`config.mk`:
```
export PLATFORM = sky130hd
export DESIGN_NAME = bandwidth_regulator
export DESIGN_NICKNAME = d
export VERILOG_FILES = /design/src/rtl/bandwidth_regulator_pkg.sv /design/src/rtl/bandwidth_regulator_rr_picker.sv /design/src/rtl/bandwidth_regulator.sv
export SDC_FILE = /design/constraint.sdc
export NUM_CORES = 1
export LEC_CHECK = 0
export BUFFER_PORTS_ARGS = -buffer_cell sky130_fd_sc_hd__buf_4
export CORE_MARGIN = 2
export CORE_UTILIZATION = 35
export CTS_CLUSTER_SIZE = 14
export DETAILED_ROUTE_END_ITERATION = 12
export PLACE_DENSITY = 0.53
export SYNTH_ARGS = -nofsm -noshare
export SYNTH_HDL_FRONTEND = slang
export SYNTH_SLANG_ARGS = --single-unit
```
`constraint.sdc`:
```
create_clock -name clock -period 3.9 [get_ports clock]
set_input_delay 0.78 -clock clock [delete_from_list [all_inputs] [get_ports clock]]
set_output_delay 0.78 -clock clock [all_outputs]
set_load 0.03 [all_outputs]
```
`src/rtl/bandwidth_regulator_pkg.sv`:
```
// Shared definitions for the bandwidth regulator.
//   queue_id_width : width of a queue index (clog2, never below 1)
//   grant_kind_e   : why a grant was issued (budget or work-conserving loan)
//   PERIOD_MIN     : smallest usable replenishment period
package bandwidth_regulator_pkg;

    localparam int PERIOD_MIN = 1;

    typedef enum logic {
        BUDGET      = 1'b0,
        BEST_EFFORT = 1'b1
    } grant_kind_e;

    function automatic int queue_id_width(input int n);
        return (n <= 2) ? 1 : $clog2(n);
    endfunction

endpackage

```
`src/rtl/bandwidth_regulator_rr_picker.sv`:
```
// Rotating-priority find-first.
//   request : one bit per queue, 1 = candidate
//   pointer : queue with highest priority this cycle (must be < N)
//   found   : at least one request bit is set
//   index   : first set request at or after pointer, wrapping modulo N
module rr_picker
#(
    parameter int N  = 4,
    parameter int IW = 2
) (
    input  logic [N-1:0]  request,
    input  logic [IW-1:0] pointer,
    output logic          found,
    output logic [IW-1:0] index
);

    // cand[k] is the queue examined at priority rank k (rank 0 = pointer).
    logic [IW-1:0] cand [N];

    for (genvar gi = 0; gi < N; gi++) begin : g_cand
        logic [IW:0] sum;
        assign sum       = {1'b0, pointer} + (IW+1)'(gi);
        assign cand[gi]  = (sum >= (IW+1)'(N)) ? IW'(sum - (IW+1)'(N)) : sum[IW-1:0];
    end

    // Scan from the lowest priority upwards so the highest-priority hit is
    // the one left standing.
    always_comb begin
        found = 1'b0;
        index = '0;
        for (int k = N - 1; k >= 0; k--) begin
            if (request[cand[k]]) begin
                found = 1'b1;
                index = cand[k];
            end
        end
    end

endmodule

```
`src/rtl/bandwidth_regulator.sv`:
```
// Per-queue memory-bandwidth regulator.
//   clock        : rising-edge clock
//   reset        : asynchronous, active-low
//   enable       : 0 = no new grants (a held grant still completes)
//   budgets      : per-queue transactions allowed per period
//   period       : replenishment period in cycles (0 behaves as 1)
//   empty        : per-queue, 1 = nothing pending
//   ready        : downstream accepts the current grant
//   valid        : grant pending
//   selection    : granted queue id, frozen while valid & !ready
//   best_effort  : grant issued as a work-conserving loan
//   exhausted    : per-queue consumed >= budget
//   period_start : one-cycle pulse on the first cycle of each period
module bandwidth_regulator
    import bandwidth_regulator_pkg::*;
#(
    parameter int  NUMBER_OF_QUEUES = 4,
    parameter int  REGISTER_SIZE    = 16,
    parameter int  WORK_CONSERVING  = 0,
    localparam int QW               = queue_id_width(NUMBER_OF_QUEUES)
) (
    input  logic                                             clock,
    input  logic                                             reset,
    input  logic                                             enable,
    input  logic [NUMBER_OF_QUEUES-1:0][REGISTER_SIZE-1:0]   budgets,
    input  logic [REGISTER_SIZE-1:0]                         period,
    input  logic [NUMBER_OF_QUEUES-1:0]                      empty,
    input  logic                                             ready,
    output logic                                             valid,
    output logic [QW-1:0]                                    selection,
    output logic                                             best_effort,
    output logic [NUMBER_OF_QUEUES-1:0]                      exhausted,
    output logic                                             period_start
);

    localparam int N  = NUMBER_OF_QUEUES;
    localparam int RS = REGISTER_SIZE;
    localparam bit WC = (WORK_CONSERVING != 0);

    logic [RS-1:0]  count_reg;
    logic           period_start_reg;
    logic [RS-1:0]  consumed_reg  [N];
    logic [RS-1:0]  consumed_next [N];
    logic [QW-1:0]  pointer_reg;
    logic [QW-1:0]  pointer_next;
    logic           valid_reg;
    logic [QW-1:0]  selection_reg;
    grant_kind_e    kind_reg;

    logic [RS-1:0]  period_eff;
    logic           wrap;
    logic           handshake;
    logic           charge;
    logic [N-1:0]   eligible;
    logic [N-1:0]   busy;
    logic           elig_found;
    logic [QW-1:0]  elig_index;
    logic           busy_found;
    logic [QW-1:0]  busy_index;
    logic           winner;
    logic           load;

    // ---------------- period counter ----------------
    assign period_eff = (period < RS'(PERIOD_MIN)) ? RS'(PERIOD_MIN) : period;
    // ">=" rather than "==" so a period shrunk below the current count
    // wraps on the very next edge instead of running to overflow.
    assign wrap       = (count_reg >= period_eff - RS'(1));

    always_ff @(posedge clock or negedge reset) begin
        if (!reset) begin
            count_reg        <= '0;
            period_start_reg <= 1'b0;
        end else begin
            count_reg        <= wrap ? '0 : count_reg + RS'(1);
            period_start_reg <= wrap;
        end
    end

    // ---------------- consumed bank ----------------
    assign handshake = valid_reg & ready;
    assign charge    = handshake & (kind_reg == BUDGET);

    for (genvar gi = 0; gi < N; gi++) begin : g_queue
        // Replenish overrides the charge: the transaction belongs to the
        // period that is ending.
        always_comb begin
            consumed_next[gi] = consumed_reg[gi];
            if (wrap) begin
                consumed_next[gi] = '0;
            end else if (charge && (selection_reg == QW'(gi)) && (consumed_reg[gi] != '1)) begin
                consumed_next[gi] = consumed_reg[gi] + RS'(1);
            end
        end

        // Arbitration looks at the post-edge consumed value so a grant that
        // completes this cycle is already counted against the next pick.
        assign eligible[gi]  = !empty[gi] && (consumed_next[gi] < budgets[gi]);
        assign busy[gi]      = !empty[gi];
        assign exhausted[gi] = (consumed_reg[gi] >= budgets[gi]);
    end

    always_ff @(posedge clock or negedge reset) begin
        if (!reset) begin
            for (int i = 0; i < N; i++) begin
                consumed_reg[i] <= '0;
            end
        end else begin
            for (int i = 0; i < N; i++) begin
                consumed_reg[i] <= consumed_next[i];
            end
        end
    end

    // ---------------- pointer ----------------
    // Likewise the rotation moves past a completing grant before the next
    // pick, which is what gives fair back-to-back grants.
    always_comb begin
        pointer_next = pointer_reg;
        if (handshake) begin
            pointer_next = (selection_reg == QW'(N - 1)) ? '0 : selection_reg + QW'(1);
        end
    end

    always_ff @(posedge clock or negedge reset) begin
        if (!reset) begin
            pointer_reg <= '0;
        end else begin
            pointer_reg <= pointer_next;
        end
    end

    // ---------------- arbitration ----------------
    rr_picker #(.N(N), .IW(QW)) u_pick_eligible (
        .request (eligible),
        .pointer (pointer_next),
        .found   (elig_found),
        .index   (elig_index)
    );

    rr_picker #(.N(N), .IW(QW)) u_pick_busy (
        .request (busy),
        .pointer (pointer_next),
        .found   (busy_found),
        .index   (busy_index)
    );

    assign winner = elig_found | (WC & busy_found);
    assign load   = (!valid_reg | ready) & enable & winner;

    // ---------------- grant register ----------------
    always_ff @(posedge clock or negedge reset) begin
        if (!reset) begin
            valid_reg     <= 1'b0;
            selection_reg <= '0;
            kind_reg      <= BUDGET;
        end else if (load) begin
            valid_reg     <= 1'b1;
            selection_reg <= elig_found ? elig_index : busy_index;
            kind_reg      <= elig_found ? BUDGET : BEST_EFFORT;
        end else if (handshake) begin
            valid_reg     <= 1'b0;
        end
    end

    assign valid        = valid_reg;
    assign selection    = selection_reg;
    assign best_effort  = (kind_reg == BEST_EFFORT);
    assign period_start = period_start_reg;

endmodule

```
# Word level (Yosys, flattened, before mapping)
# Cells that the tools add are included.
classes:
  n_addsub: 14
  multipliers: 0
  div: 0
  order_cmp: 18
  n_eq_ne: 7
  shift: 0
  muxes: 48
  bitwise: 6
  n_reduce_logical: 19
op_table:
  columns: ["cell", "n"]
  rows:
  - ["two-way mux 16 bit", 10]
  - ["adder 16 x 1 -> 16 bit (second input constant)", 5]
  - [">= comparator 16 bit", 5]
  - ["< comparator 16 bit", 4]
  - ["!= test 16 bit (second input constant)", 4]
  - ["two-way mux 2 bit", 15]
  - ["binary-select mux 1 bit (select 2 bit)", 8]
  - ["< comparator 16 x 1 -> 1 bit (second input constant)", 1]
  - ["subtractor 16 x 1 -> 16 bit (second input constant)", 1]
  - ["two-way mux 1 bit", 15]
  - ["logical AND 1 bit", 12]
  - ["< comparator 2 x 3 -> 1 bit (second input constant)", 4]
  - [">= comparator 3 bit (second input constant)", 3]
  - ["subtractor 2 x 1 -> 2 bit (second input constant)", 4]
  - ["adder 2 x 2 -> 3 bit (second input constant)", 2]
  - ["zero test 1 bit", 5]
  - ["AND 1 bit", 4]
  - ["== test 2 bit (second input constant)", 2]
  - ["adder 2 x 1 -> 3 bit (second input constant)", 1]
  - [">= comparator 2 x 3 -> 1 bit (second input constant)", 1]
  - ["adder 2 x 1 -> 2 bit (second input constant)", 1]
  - ["== test 2 x 1 -> 1 bit (second input constant)", 1]
  - ["zero test 2 bit", 1]
  - ["nonzero test 2 bit", 1]
  - ["2 further kinds", 2]
word_totals:
  ff_bits: 87
  latchBits: 0
  mem_bits_rw: 0
  mem_bits_ro: 0
  input_bits: 88
  elab_cells: 122
  mem_count: 0

# Depth between registers and ports, before layout
# Gate-level depths: netlist of the first run.
depth:
  ltp_word: 16
  mapped_depth: 30
  mapped_depth_nobuf: 27

# Hierarchy
# A second synthesis of the first run with hierarchy kept.
hier_totals:
  hier_cells: 882
  hier_area_um2: 7825.0
by_module_without_submodules:
  columns: ["mod", "instances", "cells_per_inst", "area_each_um2"]
  rows:
  - ["bandwidth_regulator", 1, 869, 7747.4]
  - ["rr_picker", 1, 13, 77.6]

# Worst setup path before layout of the first run
# No wires, ideal clock.
synth_timing:
  path_kind: "input -> register"
  startpoint: "input port period[10]"
  endpoint: "register selection_reg[0], in the netlist selection[0]"
  setup_time_ns: 0.110
  t_arrival_ns: 6.357
  setup_slack_ns: -2.567
  stages: 26
  path_buffers: 2
  cell_sequence: "or3_1 -> or3_1 -> or3_1 -> nor3_2 -> nor2_1 -> ha_1 -> nand2_1 -> or3_1 -> or3_1 -> xor2_1 -> ha_1 -> nand2_1 -> o21ai_0 -> o21ai_0 -> o21bai_1 -> buf_4 -> clkbuf_1 -> nor2_1 -> ha_1 -> a2111oi_0 -> o21ai_0 -> a31o_2 -> a2111oi_1 -> o31a_2 -> o311ai_4 -> o41ai_1"
synth_lines:
  columns: ["element", "line", "text"]
  rows:
  - ["from (decl)", "bandwidth_regulator.sv:26", "input logic [REGISTER_SIZE-1:0] period,"]
  - ["to (signal assigned)", "bandwidth_regulator.sv:158", "selection_reg <= elig_found ? elig_index : busy_index;"]
  - ["to (decl)", "bandwidth_regulator.sv:47", "logic [QW-1:0] selection_reg;"]

==> impl_metrics.sql, run 1 <==
INSERT INTO impl_metrics (metric_group, metric, value, unit) VALUES
('yosys', 'synth_xor_area_share', '9.416', '%'),
('clock_tree', 'htree_num_levels', '3', ''),
('routing', 'drt-wirelength-per-cell', '14.48', 'um'),
('yosys', 'synth-async-reset-ratio', '100.0', '%'),
('placement', 'placed_area', '10240', 'um^2'),
('yosys', 'number_of_flops_mapped_to_enable_cells_by_yosys', '0', ''),
('yosys', 'synth_nets', '1097', ''),
('yosys', 'synth-seq-cells', '87', ''),
('setup_path', 'crit_type', 'input pin to register', ''),
('yosys', 'synth_top_area_cell', 'dfrtp_1', ''),
('routing', 'dr.first_iter.drc_count', '238', ''),
('setup_path', 'r2r_setup_slack', '-0.69', 'ns'),
('routing', 'finalWirelength', '20780', 'um'),
('clock_tree', 'cts.sinks', '87', ''),
('sta', 'max_freq', '0.1764', 'GHz'),
('routing', 'avgViaCountPerCell', '4.878', ''),
('cells_and_area', 'share_of_cells_above_drive_strength_1', '38.01', '%'),
('run_status', 'violations', 'setup timing', ''),
('grt', 'grt_max_degree', '63', ''),
('sta', 'report.final.hold_viol_count', '0', ''),
('yosys', 'yosys-top-cells-area', 'dfrtp_1 28%, ha_1 24%, xor2_1 6.0%, nor2_1 5.5%, inv_1 3.7%', ''),
('grt', 'global_route.usage.total', '17.72', '%'),
('yosys', 'synth.top_cell.area_share', '28.25', '%'),
('placement', 'place_congestion', '0.8114', ''),
('setup_path', 'endpoint_kind', 'register', ''),
('die', 'initial_core_util', '35.54', '%'),
('yosys', 'area_fraction_in_compound_gates_after_synthesis', '13.75', '%'),
('setup_path', 'cp.arrival', '5.91', 'ns'),
('yosys', 'ys_seq_area_share', '28.25', '%'),
('sta', 'timing_worst_slew_pin_value', '0.8539', 'ns'),
('setup_path', 'endpoint', 'selection[0]', ''),
('sta', 'share_of_the_cycle_needed_by_the_critical_path_after_routing', '145.3', '%'),
('run_status', 'status', 'finished with violations', ''),
('setup_path', 'timing.critical_path.from', 'period[10]', ''),
('yosys', 'yosysWarningCount', '0', ''),
('clock_tree', 'clkSlewWorstSetupHoldPaths', '0.07', 'ns'),
('cells_and_area', 'n_antenna_cell', '0', ''),
('yosys', 'combinational_family_with_the_most_area_after_synthesis', 'adder cells', ''),
('setup_path', 'critical_path.startpoint_type', 'input pin', ''),
('yosys', 'synth_top_flop_cell', 'dfrtp_1', ''),
('setup_path', 'critical_path.max_fanout', '7', ''),
('die', 'die_width', '152.4', 'um'),
('yosys', 'post_synth_num_cell_types', '61', ''),
('grt', 'vias_in_the_first_global_route', '6980', ''),
('routing', 'vias', '7000', ''),
('yosys', 'yosysMostFrequentCell', 'ha_1', ''),
('setup_path', 'rr_startpoint', 'consumed_reg[0]', ''),
('yosys', 'synthesis.instances', '859', ''),
('sta', 'rsz0062_at_grt', 'yes', ''),
('die', 'die-area', '23220', 'um^2'),
('placement', 'post_place_cells', '1400', ''),
('sta', 'finalCriticalPeriod', '5.667', 'ns'),
('yosys', 'syn_avg_cell_area', '8.973', 'um^2'),
('power', 'pwr_total', '0.003508', 'W'),
('yosys', 'synthSimpleGateAreaFrac', '19.29', '%'),
('clock_tree', 'cts-hold-fix-buffers', '0', ''),
('power', 'worst_vdd_ir', '0.2088', 'mV'),
('die', 'die_h', '152.4', 'um'),
('yosys', 'synthAdderAreaFrac', '24.35', '%'),
('yosys', 'synth.top_cells.by_count', '150 x ha_1, 112 x nor2_1, 87 x dfrtp_1', ''),
('clock_tree', 'max-clock-path-buffers', '2', ''),
('die', 'core_box_area', '21690', 'um^2'),
('clock_tree', 'numCtsBuffers', '9', ''),
('cells_and_area', 'largest_reg_flops', '64', ''),
('power', 'leakagePower', '5.834', 'nW'),
('power', 'power.density_cell_area', '303.2', 'nW/um^2'),
('sta', 'setup_viol', '10', ''),
('die', 'design.portCount', '97', ''),
('sta', 'layout_setup_ws', '-1.767', 'ns'),
('clock_tree', 'insertion_delay', '0.35', 'ns'),
('routing', 'firstDrtPassIters', '4', '');
==> worst min-delay path by stage <==
stage | start | endpoint | slack (ns) | cells past startpoint
floorplan | count_reg[0] | count_reg[0] | 0.46 | 1
finish | reset | consumed_reg[57] | 0.53 | 1
CTS | count_reg[0] | count_reg[0] | 0.56 | 2
global route | count_reg[0] | count_reg[0] | 0.58 | 2
global placement | count_reg[0] | count_reg[0] | 0.55 | 2
detailed placement | count_reg[0] | count_reg[0] | 0.55 | 2
==> area by class of cell <==
| type | count | area [um^2] |
|---|---|---|
| sequential | 87 | 2177 |
| timing repair buffer | 291 | 2427 |
| fill | 2018 | 10120 |
| clock inverter | 2 | 15.01 |
| multi-input combinational | 685 | 6050 |
| inverter | 76 | 285.3 |
| clock buffer | 14 | 264.0 |
| tap | 280 | 350.3 |
==> metal layers <==
layer / track usage [%] / wire length (um)
met1: 24.03 / 10110
met2: 30.42 / 10100
met3: 2.958 / 474
met4: 2.492 / 99
met5: 0 / 0
==> power breakdown <==
| part | internal (W) | leakage, nW | switching (W) |
|---|---|---|---|
| combinational | 0.000800 | 4.53 | 0.000745 |
| sequential | 0.00103 | 1.17 | 0.0000917 |
| clock | 0.000468 | 0.129 | 0.000369 |
==> kinds of logic after synthesis <==
| logic type | after synthesis |
|---|---|
| simple gates | 302 |
| xor+xnor | 82 |
| mux | 5 |
| fa+ha+maj | 150 |
| flops | 87 |
| compound gates | 146 |
| buf+inv | 87 |
==> what timing repair did <==
action,in CTS,in global routing
gates cloned,2,2
setup buffers,12,13
pin swaps,48,50
setup endpoints to repair,32,87
gates resized for setup,92,95
==> per-stage QoR <==
stage          hold slack, ns  TNS (ns)  worst slack (ns)  utilization [%]
4_1_cts                0.5589    -7.846            -1.788            51.17
3_5_place_dp           0.5494    -35.69            -2.345            47.22
3_3_place_gp           0.5451    -33.05            -2.225            47.22
5_1_grt                0.5799    -11.75            -2.066            53.34
6_report               0.5345    -7.063            -1.767            53.34
2_1_floorplan          0.4622    -26.69            -2.087                -
==> layout by cell type (no fill, tap or decap), types with 27 or more instances in the layout <==
master     n
a21o_1    27
nor2_1    54
xor2_1    53
dfrtp_1   87
buf_4    255
ha_1     134
nand4_1   37
inv_1     73
nand2_1   50
xnor2_1   28
nor2_4    39
nand3_1   27
==> critical path: stages <==
cell and delay (ns):
buf_6 0.09, or3_4 0.37, or3_4 0.33, or3_4 0.35, nor3_4 0.20, nor2_2 0.07
ha_2 0.18, nand2_2 0.06, or3_4 0.13, or3_4 0.12, xor2_1 0.06, ha_1 0.28
nand2_2 0.06, o21ai_2 0.18, o21ai_2 0.09, o21bai_4 0.21, buf_12 0.19, buf_12 0.16
nor2_4 0.05, ha_4 0.27, nand4_1 0.13, or4b_4 0.57, o31ai_4 0.35, nand2_4 0.11
o311ai_4 0.33, nand2_1 0.11, o41ai_2 0.06
Note: power is estimated with default switching activity, not from simulation.
==> run 2: changes to the inputs <==
Settings changed: PLACE_DENSITY 0.53 to 0.51.
Clock period 3.9 ns to 6.6 ns, I/O delays scaled along.
==> run 2 against run 1 <==
Net effect:
- hold slack lost 0.023 ns
- the flow now finishes without violations
- sequential power shrank 36%
- routed wire length shrank 4.2%
- non-clock buffer count shrank 135
- register-to-register slack gained 2.6 ns
- combinational power shrank 58%
- via count shrank 7.1%
- cell area shrank 14%
- core utilization shrank 7.2 points
- highest routed layer unchanged
- first-iteration DRC count shrank 9.7%
- cell count shrank 9.3%
==> impl_metrics.sql, run 2 (synthesis gave the netlist of run 1 again) <==
INSERT INTO impl_metrics (metric_group, metric, value, unit) VALUES
('placement', 'place_hpwl', '14630', 'um'),
('routing', 'ant_nets', '0', ''),
('setup_path', 'worstPathRequired', '6.84', 'ns'),
('die', 'die_width', '152.4', 'um'),
('clock_tree', 'clkSlewWorstSetupHoldPaths', '0.07', 'ns'),
('grt', 'overflow', '0', ''),
('sta', 'finalMaxSlewViolations', '0', ''),
('die', 'core_box_area', '21690', 'um^2'),
('setup_path', 'worst_path_most_repeated_cell', 'or3_4', ''),
('sta', 'setup_viol', '0', ''),
('setup_path', 'slowest_stage', 'or3_4', ''),
('cells_and_area', 'finalNonFillerCells', '1301', ''),
('power', 'leakagePower', '5.131', 'nW'),
('sta', 'report.final.hold_viol_count', '0', ''),
('clock_tree', 'max-clock-path-buffers', '2', ''),
('routing', 'dr.first_iter.drc_count', '215', ''),
('setup_path', 'crit_type', 'input pin to register', ''),
('setup_path', 'endpoint_kind', 'register', ''),
('cells_and_area', 'final_util', '46.11', '%'),
('sta', 'share_of_the_cycle_needed_by_the_critical_path_after_routing', '98.21', '%'),
('placement', 'place.port_buffers', '96', ''),
('clock_tree', 'tritoncts_clock_tree', 'yes', ''),
('placement', 'place_congestion', '0.7897', ''),
('cells_and_area', 'largest_reg_flops', '64', ''),
('cells_and_area', 'mostFrequentLayoutCell', 'buf_4', ''),
('die', 'die-area', '23220', 'um^2'),
('cells_and_area', 'fillCellCount', '2131', ''),
('setup_path', 'critical_path.startpoint_type', 'input pin', ''),
('clock_tree', 'cts-hold-fix-buffers', '0', ''),
('sta', 'timing_worst_slew_pin_value', '0.7048', 'ns'),
('hold_path', 'min_path_type', 'register to register', ''),
('routing', 'firstDrtPassIters', '4', ''),
('power', 'power.density_cell_area', '183.6', 'nW/um^2'),
('die', 'die_h', '152.4', 'um'),
('sta', 'max_freq', '0.1543', 'GHz'),
('cells_and_area', 'n_antenna_cell', '0', ''),
('sta', 'rsz0062_at_grt', 'yes', ''),
('clock_tree', 'insertion_delay', '0.35', 'ns'),
('clock_tree', 'htree_num_levels', '3', ''),
('routing', 'vias', '6503', ''),
('cells_and_area', 'final_net_count', '1254', ''),
('job', 'max_cap_violations', '0', ''),
('grt', 'antenna_found_initial', '0', ''),
('power', 'pwr_total', '0.001836', 'W'),
('sta', 'slew_headroom', '53.02', '%'),
('power', 'worst_vdd_ir', '0.1317', 'mV'),
('clock_tree', 'clk_root_buffer_cell', 'clkbuf_16', ''),
('routing', 'avgViaCountPerCell', '4.998', ''),
('routing', 'remaining_drc_errors', '0', ''),
('sta', 'finalCriticalPeriod', '6.482', 'ns'),
('hold_path', 'holdPathStages', '1', ''),
('routing', 'drt-wirelength-per-cell', '15.31', 'um'),
('grt', 'vias_in_the_first_global_route', '6636', ''),
('cells_and_area', 'mostFrequentLayoutCells', '144 x buf_4, 141 x ha_1, 87 x dfrtp_1', ''),
('grt', 'global_route.usage.total', '16.37', '%'),
('die', 'initial_core_util', '35.54', '%'),
('run_status', 'status', 'finished clean', ''),
('clock_tree', 'numCtsBuffers', '9', ''),
('die', 'design.portCount', '97', ''),
('grt', 'grt_max_degree', '54', ''),
('clock_tree', 'cts.sinks', '87', ''),
('setup_path', 'reg2reg_depth', '19', ''),
('placement', 'post_place_cells', '1268', ''),
('cells_and_area', 'layout-area-overhead-vs-synth', '29.76', '%'),
('cells_and_area', 'share_of_cells_above_drive_strength_1', '24.88', '%'),
('setup_path', 'critical_path.max_stage_delay', '0.38', 'ns'),
('routing', 'finalWirelength', '19920', 'um'),
('sta', 'fin_skew', '0.008020', 'ns'),
('setup_path', 'cp.arrival', '6.73', 'ns'),
('die', 'rows', '54', ''),
('grt', 'first_pass_grt_wire_length', '31730', 'um'),
('setup_path', 'critical_path.max_fanout', '8', '');
==> run 2: where the power goes <==
part / switching (W) / internal, W
combinational: 0.000336 / 0.000305
sequential: 0.000110 / 0.000611
clock: 0.000221 / 0.000252
==> run 2: timing repair <==
action                                  in CTS  in global routing
endpoints found under the setup margin       0                  4
buffers inserted                             0                 10
gates resized for setup                      0                 77
==> run 2: critical path: cells and delay by family <==
kind	cells	cell delay, ns
and+or+nand+nor	9	1.76
buffers and inverters	5	0.74
adders and majority gates	3	0.65
xor gates and xnor gates	1	0.06
AOI/OAI and AO/OA	10	2.19
==> run 2: worst paths after layout <==
kind	start	end	slack, ns
max reg2reg	consumed_reg[0]	selection[0]	1.90
min	count_reg[0]	count_reg[0]	0.51
min in group asynchronous	reset	consumed_reg[43]	0.93
max	period[9]	selection[0]	0.12
max in group asynchronous	reset	consumed_reg[21]	4.57
min reg2reg	count_reg[0]	count_reg[0]	0.51
==> run 2: final cells by class <==
class                           count  area (um^2)  share of cell area [%]
Clock buffer                       11        232.7                   2.327
Clock inverter                      5        25.02                  0.2502
Sequential cell                    87         2177                   21.77
Multi-Input combinational cell    686         5620                   56.20
Inverter                           76        285.3                   2.853
Timing Repair Buffer              156         1310                   13.10
Tap cell                          280        350.3                   3.503
==> run 2: through the flow <==
step,hold WS [ns],setup slack (ns),TNS [ns],cell area [um^2]
after floorplan,0.4666,0.005683,0,7779
after global placement,0.5107,-0.2212,-0.5627,9146
after detailed placement,0.5120,-0.2600,-0.7419,9146
after CTS,0.5230,0.04703,0,9404
after global routing,0.5515,-0.1131,-0.2397,10000
final,0.5116,0.1182,0,10000
==> run 2: metal layers <==
| metal | wire length [um] | global-route usage (%) | vias to the layer above |
|---|---|---|---|
| li1 | - | - | 3373 |
| met1 | 9811 | 22.35 | 3035 |
| met2 | 9264 | 27.20 | 85 |
| met3 | 702 | 3.214 | 10 |
| met4 | 137 | 3.026 | 0 |
| met5 | 0 | 0 | - |
==> run 3: changes to the inputs <==
Settings changed: BUFFER_PORTS_ARGS -buffer_cell sky130_fd_sc_hd__buf_4 to not set, DONT_BUFFER_PORTS set to 1, PLACE_DENSITY 0.51 to 0.47.
==> run 3 against run 2 <==
Net effect:
- clock-buffer cell count unchanged
- critical path depth decreased by 1
- power grew 1.2%
- fmax grew 3.6%
- register-to-register slack lost 0.03 ns
- die area unchanged
- routed wire length shrank 8.1%
- sequential power is 2% higher
- core utilization down 4.9 points
- sequential cell count stayed put
- non-clock buffer count shrank 104
- sequential share of layout area is 2.6 points higher
==> impl_metrics.sql, run 3 (synthesis gave the netlist of run 1 again) <==
INSERT INTO impl_metrics (metric_group, metric, value, unit) VALUES
('sta', 'finalCriticalPeriod', '6.254', 'ns'),
('clock_tree', 'insertion_delay', '0.35', 'ns'),
('sta', 'timing.setup.tns', '0', 'ns'),
('hold_path', 'min_path_type', 'register to register', ''),
('routing', 'routed_length_on_met3', '546', 'um'),
('sta', 'timing_worst_slew_pin_value', '0.9186', 'ns'),
('job', 'max_cap_violations', '0', ''),
('power', 'leakagePower', '4.622', 'nW'),
('sta', 'setup_viol', '0', ''),
('cells_and_area', 'mostFrequentLayoutCell', 'ha_1', ''),
('routing', 'avgViaCountPerCell', '5.094', ''),
('routing', 'firstDrtPassIters', '4', ''),
('setup_path', 'endpoint_kind', 'register', ''),
('grt', 'antenna_found_initial', '0', ''),
('die', 'die_h', '152.4', 'um'),
('die', 'core_box_area', '21690', 'um^2'),
('grt', 'grt_max_degree', '88', ''),
('clock_tree', 'cts-hold-fix-buffers', '0', ''),
('setup_path', 'critical_path.startpoint_type', 'input pin', ''),
('routing', 'met2_length', '8319', 'um'),
('setup_path', 'cp.arrival', '6.51', 'ns'),
('die', 'rows', '54', ''),
('placement', 'place.port_buffers', '0', ''),
('routing', 'vias', '6092', ''),
('power', 'worst_vdd_ir', '0.1593', 'mV'),
('routing', 'remaining_drc_errors', '0', ''),
('routing', 'finalWirelength', '18310', 'um'),
('routing', 'dr.first_iter.drc_count', '197', ''),
('routing', 'ant_nets', '0', ''),
('grt', 'first_pass_grt_wire_length', '30990', 'um'),
('cells_and_area', 'multi_input_area', '5328', 'um^2'),
('cells_and_area', 'regArea', '2177', 'um^2'),
('routing', 'drt-met1-wl', '9271', 'um'),
('cells_and_area', 'fillCellCount', '2183', ''),
('cells_and_area', 'largest_reg_flops', '64', ''),
('grt', 'vias_in_the_first_global_route', '6260', ''),
('cells_and_area', 'finish.instance_area', '8934', 'um^2'),
('sta', 'max_freq', '0.1599', 'GHz'),
('clock_tree', 'numCtsBuffers', '9', ''),
('grt', 'global_route.usage.total', '16.19', '%'),
('setup_path', 'critical_path.max_fanout', '9', ''),
('cells_and_area', 'n_antenna_cell', '0', ''),
('die', 'initial_core_util', '35.54', '%'),
('setup_path', 'crit_type', 'input pin to register', ''),
('die', 'design.portCount', '97', ''),
('die', 'die-area', '23220', 'um^2'),
('sta', 'report.final.hold_viol_count', '0', ''),
('cells_and_area', 'mostFrequentLayoutCells', '149 x ha_1, 104 x nor2_1, 87 x dfrtp_1', ''),
('placement', 'place_hpwl', '14430', 'um'),
('setup_path', 'worstPathRequired', '6.85', 'ns'),
('grt', 'overflow', '0', ''),
('run_status', 'status', 'finished clean', ''),
('sta', 'fin_skew', '0.007395', 'ns'),
('routing', 'drt-wirelength-per-cell', '15.31', 'um'),
('clock_tree', 'tritoncts_clock_tree', 'yes', ''),
('placement', 'placed_area', '8463', 'um^2'),
('sta', 'slew_headroom', '38.11', '%'),
('clock_tree', 'cts.sinks', '87', ''),
('cells_and_area', 'layout-area-overhead-vs-synth', '15.91', '%'),
('clock_tree', 'clkSlewWorstSetupHoldPaths', '0.07', 'ns'),
('clock_tree', 'clk_root_buffer_cell', 'clkbuf_16', ''),
('cells_and_area', 'final_net_count', '1149', ''),
('cells_and_area', 'share_of_cells_above_drive_strength_1', '12.23', '%'),
('routing', 'top_layer_used', 'met4', ''),
('sta', 'finalMaxSlewViolations', '0', ''),
('power', 'power.density_cell_area', '208.0', 'nW/um^2'),
('clock_tree', 'max-clock-path-buffers', '2', ''),
('placement', 'place_congestion', '0.7850', ''),
('sta', 'share_of_the_cycle_needed_by_the_critical_path_after_routing', '94.76', '%'),
('die', 'die_width', '152.4', 'um'),
('clock_tree', 'htree_num_levels', '3', '');
[run 3: cell count changes in the layout (fill, tap and decap cells not counted), moves of 3 or more]
| cell | before | now |
|---|---|---|
| buf_4 | 144 | 48 |
| clkinv_2 | 5 | 0 |
| ha_4 | 8 | 0 |
| a21oi_2 | 3 | 0 |
| buf_6 | 3 | 0 |
| nor2_2 | 20 | 8 |
| a21oi_1 | 26 | 30 |
| ha_1 | 141 | 149 |
| nor2_4 | 7 | 1 |
| bufinv_16 | 0 | 3 |
| nor2_1 | 86 | 104 |
| clkbuf_16 | 13 | 10 |
[run 3: metal layers]
layer  vias up  global-route usage, %
li1       3155                      -
met1      2848                  22.20
met2        76                  26.49
met3        13                  3.385
met4         0                  3.293
met5         -                      0
[run 3: worst paths after layout]
check	slack (ns)	end	start	cells after the start
worst min-delay path	0.53	count_reg[0]	count_reg[0]	1
worst max register to register	1.87	selection[0]	consumed_reg[0]	19
worst max-delay path	0.35	selection[0]	period[10]	27
min in group asynchronous	0.66	consumed_reg[41]	reset	0
max in group asynchronous	5.79	count_reg[5]	reset	0
worst min register to register	0.53	count_reg[0]	count_reg[0]	1
[run 3: through the flow]
step                utilization, %  power, W  instances  worst slack (ns)  hold slack [ns]
floorplan                        -  0.001105        859          0.005683           0.4666
global placement             39.02  0.001251       1177           -0.2430           0.5103
detailed placement           39.02  0.001252       1177           -0.2223           0.5100
CTS                          40.63  0.001878       1193            0.1309           0.5276
global route                 41.19  0.002003       1196        -0.0001319           0.5558
finish                       41.19  0.001858       1196            0.3461           0.5257
[run 3: what timing repair did]
item,4_1_cts,5_1_grt
setup endpoints to repair,0,4
buffers inserted,0,2
gates resized for setup,0,19
[run 3: layout make-up]
type,instances,share of cell area (%)
sequential,87,24.37
timing repair buffer,52,4.986
multi-input combinational,685,59.64
clock buffer,11,2.717
clock inverter,5,1.176
inverter,76,3.193
tap,280,3.922
[run 3: worst max-delay path, cell delays in order]
cell and delay, ns:
or3_1 0.38, or3_4 0.34, or3_4 0.35, nor3_4 0.19, nor2_2 0.07, ha_2 0.19
nand2_2 0.06, or3_4 0.12, or3_4 0.12, xor2_1 0.14, ha_1 0.24, nand2_1 0.09
o21ai_2 0.08, a211oi_2 0.28, o21bai_4 0.11, buf_12 0.15, buf_4 0.13, buf_4 0.17
nor2_4 0.12, ha_1 0.24, a21oi_1 0.17, o21ai_1 0.11, a31o_2 0.28, a2111oi_2 0.34
o31a_2 0.25, o311ai_4 0.11, o41ai_2 0.34
[run 3: report_power, final]
part / switching [W] / leakage (nW) / internal, W
clock: 0.000229 / 0.162 / 0.000381
combinational: 0.000270 / 3.29 / 0.000246
sequential: 0.000122 / 1.17 / 0.000610
